**src/rtl/uart_rx_fifo.sv**
```systemverilog
// Oversampling UART receiver feeding a first-word-fall-through FIFO of {flags, data} entries.
// Optional build macro UART_RX_MAJORITY_VOTE_EN: each bit is the 2-of-3 vote around the sample point.
module uart_rx_fifo #(
  parameter int DATA_BITS   = 8,
  parameter int PARITY_MODE = 1,
  parameter int STOP_BITS   = 2,
  parameter int OVERSAMPLE  = 16,
  parameter int FIFO_DEPTH  = 16,
  parameter int RTS_MARGIN  = 2
) (
  input  logic                 Clk,
  input  logic                 Rst,
  input  logic                 Rx,
  input  logic                 Pop_Data,
  output logic [DATA_BITS-1:0] Data_Out,
  output logic [2:0]           Rx_Error,
  output logic                 Data_Rdy,
  output logic                 FIFO_Empty,
  output logic                 FIFO_Full,
  output logic                 FIFO_Overflow,
  output logic                 RTS,
  output logic                 Rx_Busy
);

  localparam int TW  = $clog2(OVERSAMPLE);
  localparam int BCW = 4;
  localparam int AW  = $clog2(FIFO_DEPTH);
  localparam int CW  = AW + 1;
  localparam int WW  = DATA_BITS + 3;
  localparam logic ODD = (PARITY_MODE == 2);

  typedef enum logic [2:0] {S_IDLE, S_START, S_DATA, S_PAR, S_STOP, S_BRK} state_t;

  logic rx_m, rx_s, bit_s;
  state_t state, state_n;
  logic [TW-1:0]        tick;
  logic [BCW-1:0]       bit_cnt;
  logic [DATA_BITS-1:0] data_sr;
  logic                 par_err, par_low, frm_err;
  logic                 tick_end, last_data, first_stop, last_stop, is_break;
  logic                 push_now, push_q;
  logic [2:0]           push_flags;
  logic [WW-1:0]        push_word;

  always_ff @(posedge Clk) begin
    if (Rst) {rx_s, rx_m} <= 2'b11;
    else     {rx_s, rx_m} <= {rx_m, Rx};
  end

`ifdef UART_RX_MAJORITY_VOTE_EN
  // Vote over the last three synchronised samples; the middle one is the bit centre.
  logic [1:0] rx_h;
  always_ff @(posedge Clk) begin
    if (Rst) rx_h <= 2'b11;
    else     rx_h <= {rx_h[0], rx_s};
  end
  assign bit_s = (rx_h[1] & rx_h[0]) | (rx_h[0] & rx_s) | (rx_h[1] & rx_s);
`else
  assign bit_s = rx_s;
`endif

  always_comb begin
    tick_end   = (state == S_START) ? (tick == TW'(OVERSAMPLE/2 - 1))
                                    : (tick == TW'(OVERSAMPLE - 1));
    last_data  = (bit_cnt == BCW'(DATA_BITS - 1));
    first_stop = (bit_cnt == '0);
    last_stop  = (bit_cnt == BCW'(STOP_BITS - 1));
    is_break   = (data_sr == '0) && par_low && !bit_s;
  end

  // FSM state register
  always_ff @(posedge Clk) begin
    if (Rst) state <= S_IDLE;
    else     state <= state_n;
  end

  // FSM next state
  always_comb begin
    state_n = state;
    case (state)
      S_IDLE:  if (!rx_s) state_n = S_START;
      S_START: if (tick_end) state_n = bit_s ? S_IDLE : S_DATA;
      S_DATA:  if (tick_end && last_data) state_n = (PARITY_MODE != 0) ? S_PAR : S_STOP;
      S_PAR:   if (tick_end) state_n = S_STOP;
      S_STOP:  if (tick_end) begin
                 if (first_stop && is_break) state_n = S_BRK;
                 else if (last_stop)         state_n = S_IDLE;
               end
      S_BRK:   if (rx_s) state_n = S_IDLE;
      default: state_n = S_IDLE;
    endcase
  end

  // FSM outputs
  always_comb begin
    Rx_Busy    = (state != S_IDLE);
    push_now   = (state == S_STOP) && tick_end && ((first_stop && is_break) || last_stop);
    push_flags = (first_stop && is_break) ? 3'b001 : {frm_err | ~bit_s, par_err, 1'b0};
  end

  always_ff @(posedge Clk) begin
    if (Rst) begin
      tick      <= '0;
      bit_cnt   <= '0;
      data_sr   <= '0;
      par_err   <= 1'b0;
      par_low   <= 1'b1;
      frm_err   <= 1'b0;
      push_q    <= 1'b0;
      push_word <= '0;
    end else begin
      push_q <= push_now;
      if (push_now)
        push_word <= {push_flags, push_flags[0] ? {DATA_BITS{1'b0}} : data_sr};
      if (state == S_IDLE) begin
        tick    <= '0;
        bit_cnt <= '0;
        par_err <= 1'b0;
        par_low <= 1'b1;
        frm_err <= 1'b0;
      end else begin
        tick <= tick_end ? '0 : tick + 1'b1;
      end
      if (tick_end) begin
        case (state)
          S_DATA: begin
            data_sr <= {bit_s, data_sr[DATA_BITS-1:1]};
            bit_cnt <= last_data ? '0 : bit_cnt + 1'b1;
          end
          S_PAR: begin
            par_err <= (^data_sr) ^ bit_s ^ ODD;
            par_low <= !bit_s;
          end
          S_STOP: begin
            frm_err <= frm_err | !bit_s;
            bit_cnt <= bit_cnt + 1'b1;
          end
          default: ;
        endcase
      end
    end
  end

  logic [WW-1:0] mem [FIFO_DEPTH];
  logic [AW-1:0] wr_ptr, rd_ptr;
  logic [CW-1:0] count, cnt_n, free_n;
  logic          do_push, do_pop;
  logic [WW-1:0] head;

  // A pop in the same cycle frees the slot a full-FIFO push needs.
  always_comb begin
    do_pop  = Pop_Data && (count != '0);
    do_push = push_q && ((count != CW'(FIFO_DEPTH)) || do_pop);
    cnt_n   = count + CW'(do_push) - CW'(do_pop);
    free_n  = CW'(FIFO_DEPTH) - cnt_n;
  end

  always_ff @(posedge Clk) begin
    if (Rst) begin
      wr_ptr        <= '0;
      rd_ptr        <= '0;
      count         <= '0;
      FIFO_Empty    <= 1'b1;
      FIFO_Full     <= 1'b0;
      FIFO_Overflow <= 1'b0;
      RTS           <= 1'b1;
    end else begin
      if (do_push) wr_ptr <= wr_ptr + 1'b1;
      if (do_pop)  rd_ptr <= rd_ptr + 1'b1;
      count      <= cnt_n;
      FIFO_Empty <= (cnt_n == '0);
      FIFO_Full  <= (cnt_n == CW'(FIFO_DEPTH));
      RTS        <= (free_n > CW'(RTS_MARGIN));
      if (push_q && !do_push) FIFO_Overflow <= 1'b1;
    end
  end

  always_ff @(posedge Clk) begin
    if (do_push && !Rst) mem[wr_ptr] <= push_word;
  end

  assign head     = mem[rd_ptr];
  assign Data_Out = FIFO_Empty ? '0 : head[DATA_BITS-1:0];
  assign Rx_Error = FIFO_Empty ? '0 : head[WW-1:DATA_BITS];
  assign Data_Rdy = !FIFO_Empty;

endmodule

```
**config.mk**
```make
export PLATFORM = sky130hd
export DESIGN_NAME = uart_rx_fifo
export DESIGN_NICKNAME = d
export VERILOG_FILES = /design/src/rtl/uart_rx_fifo.sv
export SDC_FILE = /design/constraint.sdc
export NUM_CORES = 1
export LEC_CHECK = 0
export ABC_AREA = 1
export CAP_MARGIN = 10
export CORE_MARGIN = 3
export CORE_UTILIZATION = 25
export DETAILED_ROUTE_END_ITERATION = 8
export PLACE_DENSITY = 0.46
export SKIP_LAST_GASP = 1
export SLEW_MARGIN = 20
export SYNTH_ARGS = -nofsm -noshare
export SYNTH_HDL_FRONTEND = slang
export SYNTH_SLANG_ARGS = --single-unit
```
**constraint.sdc**
```tcl
create_clock -name Clk -period 4.25 [get_ports Clk]
set_input_delay 1.275 -clock Clk [delete_from_list [all_inputs] [get_ports Clk]]
set_output_delay 1.275 -clock Clk [all_outputs]
set_load 0.005 [all_outputs]
```
==> Word-level counts from Yosys, hierarchy flattened <==
Memories as Yosys holds them, arrays and structs flattened. A register that Yosys moved wholly into a read port is not among the register bits.
Index checks and enable logic that the tools add are counted.
{ "op_classes": {"muxes": 32, "n_addsub": 7, "n_lt_le_gt_ge": 1, "n_reduce_logical": 26, "mul": 0, "div_mod_pow": 0, "bitwise_logic": 4, "n_eq_ne": 18, "shifts": 0} }
{ "ops": {"columns": ["op", "count"], "rows": [
  ["$mux W3", 10],
  ["$mux W4", 5],
  ["$pmux W3 S6", 1],
  ["$add A4 B1 Y4 const B", 4],
  ["$mux W8", 2],
  ["$mux W1", 12],
  ["$ne A2 B2 Y1 const B", 6],
  ["$logic_and A1 B1 Y1", 10],
  ["$eq A4 B3 Y1 const B", 2],
  ["$logic_not A8 Y1", 1],
  ["$pmux W4 S2", 1],
  ["$reduce_xor A8 Y1", 1],
  ["$reduce_and A7 Y1", 1],
  ["$eq A3 B2 Y1 const B", 2],
  ["$eq A3 B3 Y1 const B", 2],
  ["$add A5 B1 Y5", 1],
  ["$eq A5 B5 Y1 const B", 1],
  ["$gt A5 B2 Y1 const B", 1],
  ["$logic_not A5 Y1", 1],
  ["$ne A5 B5 Y1 const B", 1],
  ["$reduce_bool A5 Y1", 1],
  ["$sub A5 B1 Y5", 1],
  ["$sub A5 B5 Y5 const A", 1],
  ["$eq A4 B1 Y1 const B", 1],
  ["14 further kinds", 19]
]} }
{ "word_totals": {"inputBits": 4, "register_bits": 53, "mem_bits_ro": 0, "wordCells": 107, "mem_count": 1, "ram_bits": 176, "output_inout_bits": 17, "latchBits": 0} }
{ "memory_table": {"columns": ["name", "depth", "word_bits", "rd", "rd_ports_with_merged_regs", "wr", "line_no", "source"], "rows": [
  ["mem", 16, 11, 1, 1, 1, "144", "logic [WW-1:0] mem [FIFO_DEPTH];"]
]} }

==> Longest topological paths before layout <==
Gate-level depths: netlist (run 1).
{ "depth": {"word_depth": 8, "ltp_mapped": 19, "depth_no_buf": 19} }

==> Least setup slack after synthesis (run 1) <==
Ideal clock, no wire load.
{ "synth_timing": {"path_kind": "input-to-reg", "startpoint": "in Pop_Data", "endpoint": "reg RTS", "required_ns": 4.133, "path_buffers": 0, "path_slack_ns": 0.807, "path_stages": 16, "t_arrival_ns": 3.326, "setup_ns": 0.117, "cell_sequence": "inv_1 > nand3_1 > nand2_1 > inv_1 > nand2_1 > nand2_1 > ha_1 > fa_1 > nand2_1 > a21oi_1 > or2_2 > xor2_1 > ha_1 > o211ai_1 > a21oi_1 > nand2_1"} }
{ "synth_via": {"elab_chain_len": 7} }
{ "synth_lines": {"columns": ["element", "line_no", "source"], "rows": [
  ["from (decl)", "14", "input logic Pop_Data,"],
  ["$logic_and A1 B1 Y1 *", "152", "do_pop = Pop_Data && (count != '0);"],
  ["$logic_or A1 B1 Y1", "153", "do_push = push_q && ((count != CW'(FIFO_DEPTH)) || do_pop);"],
  ["$logic_and A1 B1 Y1", "153", null],
  ["$add A5 B1 Y5", "154", "cnt_n = count + CW'(do_push) - CW'(do_pop);"],
  ["$sub A5 B1 Y5 *", "154", null],
  ["$sub A5 B5 Y5 *", "155", "free_n = CW'(FIFO_DEPTH) - cnt_n;"],
  ["$gt A5 B2 Y1 *", "173", "RTS <= (free_n > CW'(RTS_MARGIN));"],
  ["to (signal assigned)", "173", null],
  ["to (decl)", "21", "output logic RTS,"]
]} }
Mark *: on every way between the ends. The rest lies on a longest branch, timed or not.
A chain may end at the register's enable or synchronous reset.

==> results of run 1 <==
==> layout by cell type, fill, tap and decap left out, types with 20 or more instances in the layout <==
cell / Yosys / final
a21oi_1: 35 / 35
buf_4: 1 / 23
clkbuf_16: 0 / 29
clkdlybuf4s50_1: 0 / 20
dfxtp_1: 57 / 55
edfxtp_1: 176 / 176
ha_1: 22 / 22
inv_1: 52 / 51
nand2_1: 67 / 67
nand3_1: 62 / 62
nor2_1: 183 / 183
o211ai_1: 46 / 46
o21ai_0: 107 / 107
==> through the flow <==
stage	power [W]	utilization, %
after floorplan	0.00367	-
after global placement	0.00416	28.1
after detailed placement	0.00416	28.1
after CTS	0.00653	30.5
after global routing	0.00683	30.5
final	0.00644	30.5
==> sequential cells by signal (all words and copies together) (netlist names), named ones only <==
name / flops
tick: 4
state: 3
data_sr: 8
rx_m: 1
frm_err: 1
push_q: 1
mem: 176
FIFO_Overflow: 1
FIFO_Empty: 1
bit_cnt: 4
FIFO_Full: 1
push_word: 11
RTS: 1
par_err: 1
count: 5
wr_ptr: 4
rd_ptr: 4
par_low: 1
bit_s: 1
==> report_power, final <==
part | total (W) | switching (W) | internal [W] | leakage [nW]
Sequential | 0.00256 | 0.0000820 | 0.00248 | 2.07
Clock | 0.00234 | 0.000891 | 0.00145 | 0.461
Combinational | 0.00154 | 0.000950 | 0.000585 | 1.65
Total | 0.00644 | 0.00192 | 0.00452 | 4.18
==> per-layer routing <==
| layer | up-vias | part of all wire (%) |
|---|---|---|
| li1 | 3234 | - |
| met1 | 3199 | 50 |
| met2 | 87 | 46 |
| met3 | 21 | 3.2 |
| met4 | 0 | 1.2 |
| met5 | - | 0 |
==> path summary, 6_finish.rpt <==
check	startpoint	end	slack, ns
worst max register to register	count[3]	RTS	1.12
worst max-delay path	flip-flop	Data_Out[7]	0.25
worst min-delay path	rx_m	bit_s	0.41
worst min register to register	rx_m	bit_s	0.41
==> cell usage after synthesis (2+ instances only) <==
library cell,number,share of area (%)
nand3_1,62,3.2
buf_6,2,0.23
inv_1,52,2.0
ha_1,22,2.8
nor2_4,4,0.46
nand2_2,3,0.19
buf_2,15,0.76
xnor2_1,5,0.45
inv_2,3,0.11
edfxtp_1,176,54
nand2_1,67,2.6
dfxtp_1,57,12
nand3b_1,2,0.15
nand4_1,3,0.19
clkbuf_1,25,0.96
nor2_2,2,0.13
clkinv_1,2,0.076
a21oi_1,35,1.8
o21ai_0,107,5.5
buf_1,2,0.076
o211ai_1,46,3.5
nor2_1,183,7.0
nor3_1,5,0.25
nand3_2,4,0.41
or2_2,6,0.38
xor2_1,6,0.54
==> cell families (layout without fill, tap and decap cells) <==
family	after synthesis	count (layout)	synth area share (%)
and+or+nand+nor	344	344	15.3
AOI/OAI and AO/OA	191	191	11.0
DFF	233	233	65.4
adders and majority gates	23	23	3.01
buffers and inverters	102	156	4.28
xor gates and xnor gates	11	11	0.981
==> final cells by class <==
cell class / instances / area share [%]
multi-input cells: 569 / 25.7
repair buffers: 47 / 3.81
clock inverters: 12 / 0.945
clock buffers: 40 / 7.01
flip-flops and latches: 233 / 55.2
inverters: 57 / 1.87
well taps: 511 / 5.49
==> out/metrics.csv, run 1 <==
stage;metric;value;unit
grt;vias in the first global route;6513;
worst_setup_path;worst-path cell chain;buf_6 > o21ai_0 > o211ai_1 > nand3_1 > a21oi_1 > clkdlybuf4s50_1;
worst_setup_path;Arr. time, crit path;2.73;ns
clock_network;Clock Latency Late Sink;0.52;ns
hold_path;min-delay worst type;reg2reg;
worst_setup_path;Worst path depth;6;
grt;M3 GR Usage;1.67;%
drt;via count;6541;
cells_and_area;fraction of final layout cells sized beyond drive strength 1;10.8;%
synthesis;Post-synth EDFFs;176;
drt;DR pass1 iterations;5;
sta;period utilisation layout;94.2;%
worst_setup_path;worst setup path class;reg2out;
drt;number of routed nets with antenna violations;0;
clock_network;# resized after CTS;0;
synthesis;Mapped Nets;931;
grt;gr busiest metal;met2;
placement;number of I/O port buffers;20;
synthesis;mean post-synth cell area;10.9;µm²
drt;DR iter-0 viols;385;
clock_network;htree depth;1;
floorplanning;cell row count;71;
floorplanning;Core Box Area;38200;µm²
synthesis;ys async rst share;0;%
grt;first-pass GRT wire length;37600;µm
clock_network;post-CTS setup repair buffer count;0;
job;# Max-Cap Violations;0;
cells_and_area;FF/Latch Area;6430;µm²
clock_network;Clock Tree Buf Depth;3;
placement;dpl ws;0.0966;ns
cells_and_area;multi-input combinational cell area;2990;µm²
synthesis;Synthesis Warnings;0;
clock_network;clock tree from TritonCTS;yes;
pwr;pwr dens;553;nW/µm²
worst_setup_path;Setup crit start kind;flip-flop;
worst_setup_path;critical path endpoint category;output port;
worst_setup_path;Top delay family on crit path;buffers and inverters;
grt;met1 Use GR;16.3;%
floorplanning;initial core utilization;25.7;%
cells_and_area;Fill cells;3969;
sta;Slew Limit Headroom;30.2;%
grt;gr usage total;11.4;%
sta;Hold Fails Final Rpt;0;
run_status;status;finished, final reports clean;
synthesis;sequential share of the synthesized area;65.4;%
clock_network;clock slew at reported path FFs;0.06;ns
cells_and_area;non-filler instance count after layout;1469;
clock_network;CTS root buffer;clkbuf_16;
grt;initial antenna violation count;0;
sta;hold slack;0.414;ns
drt;WL/cell;16.2;µm
hold_path;hold path cells;1;
clock_network;total CTS buffers;28;
worst_setup_path;required time of the critical path;2.97;ns
sta;Setup violations, final;0;
sta;fmax;250;MHz
drt;Post-Route WL;23800;µm
worst_setup_path;CP peak stage delay;0.55;ns
synthesis;Top FF cell, synth;edfxtp_1;
cells_and_area;synthesis-to-layout area growth;18.6;%
worst_setup_path;length in cells of the worst reg-to-reg path;19;
cells_and_area;antenna diode count;0;
synthesis;cell count after synthesis;904;
grt;total gr overflow;0;
floorplanning;Die X;204;µm
sta;setup TNS;0;ns
synthesis;mapped cell area;9820;µm²
clock_network;Hold Buf Count CTS;0;
grt;met2 global-route usage;18.5;%
drt;vias per cell;4.45;
placement;gpl congestion;0.747;
sta;Worst-Margin Slew;1.05;ns
synthesis;Unique masters post-synth;34;
placement;Area after DPL;10700;µm²
floorplanning;die area;41700;µm²
sta;Post-Route Skew;0.00958;ns
sta;setup repair after global routing missed its margin;no;
worst_setup_path;Crit-path slowest cell;clkdlybuf4s50_1;
sta;fin worst setup slack;0.248;ns
floorplanning;io pins;21;
cells_and_area;fin nets;963;
worst_setup_path;CP Max Fanout;66;
cells_and_area;fin area;11700;µm²
worst_setup_path;Buf+Inv Stages, Crit Path;2;
sta;clock period minus worst slack;4.00;ns
floorplanning;Die Y-Extent;204;µm
drt;DRC viols;0;
pwr;Worst VDD drop;0.371;mV
placement;post-detail-place hpwl;14600;µm
sta;count of pins over their slew limit;0;
placement;Inst Count DP;1417;
clock_network;TritonCTS Sinks;233;
pwr;leakage;4.18;nW
synthesis;Yosys reg bits;233;
grt;largest net degree at the start of global routing;72;
Note: power is estimated with default switching activity, not from simulation.
==> run 2, diff against run 1 <==
CELL_PAD_IN_SITES_DETAIL_PLACEMENT = 1   (was unset)
CELL_PAD_IN_SITES_GLOBAL_PLACEMENT = 1   (was unset)
HOLD_SLACK_MARGIN = 0.06   (was unset)
PLACE_DENSITY = 0.52   (was 0.46)
RECOVER_POWER = 50   (was unset)
==> run 2 against run 1 <==
Net effect: clock power shrank 6%; sequential power grew 2%; total power shrank 1.5%; first-iteration DRC count shrank 4.9%; sequential share of layout area grew 0.49 points; combinational power is essentially flat; utilization shrank 0.26 points; critical path type unchanged; largest cell class unchanged.
==> out/metrics.csv, run 2 (synthesis results as in run 1) <==
stage;metric;value;unit;change
run_status;status;finished, final reports clean;;unchanged
worst_setup_path;Top delay family on crit path;buffers and inverters;;unchanged
sta;Slew Limit Headroom;26.2;%;was 30.2%
worst_setup_path;required time of the critical path;2.97;ns;about the same
clock_network;clock tree from TritonCTS;yes;;unchanged
pwr;leakage;4.11;nW;was 4.18 nW
clock_network;CTS root buffer;clkbuf_16;;unchanged
drt;WL/cell;17.3;µm;was 16.2 µm
clock_network;htree depth;1;;unchanged
cells_and_area;max reg flops;176;;unchanged
sta;count of pins over their slew limit;0;;unchanged
floorplanning;Die Y-Extent;204;µm;unchanged
drt;number of routed nets with antenna violations;0;;unchanged
drt;DR pass1 iterations;5;;unchanged
worst_setup_path;worst-path cell chain;inv_2 > buf_4 > nor2_1 > o211ai_1 > nand3_1 > a21oi_1 > clkdlybuf4s50_1;;was buf_6 > o21ai_0 > o211ai_1 > nand3_1 > a21oi_1 > clkdlybuf4s50_1
sta;Post-Route Skew;0.0341;ns;was 0.00958 ns
sta;hold slack;0.407;ns;was 0.414 ns
worst_setup_path;length in cells of the worst reg-to-reg path;19;;unchanged
placement;Inst Count DP;1421;;was 1417
grt;largest net degree at the start of global routing;55;;was 72
job;# Max-Cap Violations;0;;unchanged
drt;Post-Route WL;25400;µm;was 23800 µm
worst_setup_path;Buf+Inv Stages, Crit Path;3;;was 2
clock_network;TritonCTS Sinks;233;;unchanged
placement;number of I/O port buffers;20;;unchanged
grt;first-pass GRT wire length;40400;µm;was 37600 µm
cells_and_area;fraction of final layout cells sized beyond drive strength 1;9.26;%;was 10.8%
cells_and_area;most common cell after layout, fill and taps aside;nor2_1;;unchanged
worst_setup_path;Setup crit start kind;flip-flop;;unchanged
cells_and_area;antenna diode count;0;;unchanged
worst_setup_path;Arr. time, crit path;2.75;ns;was 2.73 ns
cells_and_area;final core utilization;30.2;%;was 30.5%
placement;gpl congestion;0.721;;was 0.747
pwr;total power;0.00634;W;was 0.00644 W
worst_setup_path;worst setup path class;reg2out;;unchanged
cells_and_area;Top Registers;mem (176), push_word (11), data_sr (8);;unchanged
grt;gr usage total;12.2;%;was 11.4%
cells_and_area;largest register by flop count;mem;;unchanged
sta;period utilisation layout;94.8;%;was 94.2%
floorplanning;cell row count;71;;unchanged
grt;vias in the first global route;7078;;was 6513
floorplanning;die area;41700;µm²;unchanged
cells_and_area;fin nets;967;;was 963
sta;Setup violations, final;0;;unchanged
floorplanning;initial core utilization;25.7;%;unchanged
grt;total gr overflow;0;;unchanged
clock_network;Clock Tree Buf Depth;3;;unchanged
clock_network;Hold Buf Count CTS;0;;unchanged
floorplanning;Core Box Area;38200;µm²;unchanged
hold_path;Hold Startpoint;rx_m;;unchanged
worst_setup_path;flop-to-flop setup slack;1.12;ns;about the same
worst_setup_path;Critical R2R Launch;count[3];;unchanged
worst_setup_path;critical path endpoint category;output port;;unchanged
sta;Worst-Margin Slew;1.11;ns;was 1.05 ns
pwr;Worst VDD drop;0.294;mV;was 0.371 mV
hold_path;hold path cells;1;;unchanged
drt;via count;6675;;was 6541
worst_setup_path;Worst path depth;7;;was 6
worst_setup_path;CP Max Fanout;34;;was 66
cells_and_area;Fill cells;4348;;was 3969
floorplanning;Die X;204;µm;unchanged
floorplanning;io pins;21;;unchanged
sta;setup repair after global routing missed its margin;no;;unchanged
cells_and_area;synthesis-to-layout area growth;17.6;%;was 18.6%
cells_and_area;non-filler instance count after layout;1472;;was 1469
pwr;pwr dens;549;nW/µm²;was 553 nW/µm²
drt;vias per cell;4.53;;was 4.45
worst_setup_path;Crit-path slowest cell;clkdlybuf4s50_1;;unchanged
sta;Hold Fails Final Rpt;0;;unchanged
sta;clock period minus worst slack;4.03;ns;was 4.00 ns
hold_path;min-delay worst type;reg2reg;;unchanged
sta;setup TNS;0;ns;unchanged
clock_network;clock slew at reported path FFs;0.06;ns;about the same
sta;fmax;248;MHz;was 250 MHz
clock_network;Clock Latency Late Sink;0.56;ns;was 0.52 ns
drt;DR iter-0 viols;366;;was 385
cells_and_area;commonest cells after routing, fill and taps aside;nor2_1 (184), edfxtp_1 (176), o21ai_0 (107), nand2_1 (68), nand3_1 (62);;was nor2_1 (183), edfxtp_1 (176), o21ai_0 (107), nand2_1 (67), nand3_1 (62)
worst_setup_path;CP peak stage delay;0.59;ns;was 0.55 ns
placement;post-detail-place hpwl;16200;µm;was 14600 µm
grt;initial antenna violation count;0;;unchanged
clock_network;total CTS buffers;28;;unchanged
drt;DRC viols;0;;unchanged
-- run 2: report_power, final --
group / switching, W / internal (W) / total (W)
clock: 0.000929 / 0.00126 / 0.00219
sequential: 0.000117 / 0.00248 / 0.00260
combinational: 0.000948 / 0.000607 / 0.00156
-- run 2: final timing paths --
kind                               endpoint
worst max-delay path            Data_Out[4]
worst min-delay path                  bit_s
worst max register to register          RTS
worst min register to register        bit_s
-- run 2: layout make-up --
| class | count | area [µm²] | share of cell area, % |
|---|---|---|---|
| Sequential cell | 233 | 6430 | 55.7 |
| Multi-Input combinational cell | 569 | 2970 | 25.7 |
| Clock buffer | 41 | 771 | 6.67 |
| Tap cell | 511 | 639 | 5.53 |
| Timing Repair Buffer | 51 | 455 | 3.94 |
| Inverter | 57 | 214 | 1.85 |
| Clock inverter | 10 | 73.8 | 0.639 |
-- run 2: per-stage QoR --
stage,setup slack (ns),area [µm²]
final,0.220,11600
after global routing,0.0728,11600
after CTS,0.123,11600
after detailed placement,0.168,10700
after global placement,0.232,10700
after floorplan,0.807,9820
-- run 2: layer usage --
layer / track usage, % / wire length (µm) / up-vias
met5: 0 / 0 / -
met1: 16.6 / 12300 / 3334
met2: 20.7 / 11900 / 72
li1: - / - / 3236
met3: 1.64 / 762 / 33
met4: 3.02 / 447 / 0
-- run 2: what timing repair did --
| item | CTS | global route |
|---|---|---|
| resized for setup | 1 | 0 |
| endpoints found under the setup margin | 1 | 0 |
| buffers inserted | 0 | 0 |
-- run 2: worst register-to-register path: cells and delay by family, from the launching register on --
family | cells | cell delay, ns
fa+ha+maj | 4 | 1.05
simple gates | 9 | 1.04
flops | 1 | 0.32
compound gates | 3 | 0.25
xor+xnor | 1 | 0.17
buf+inv | 2 | 0.16
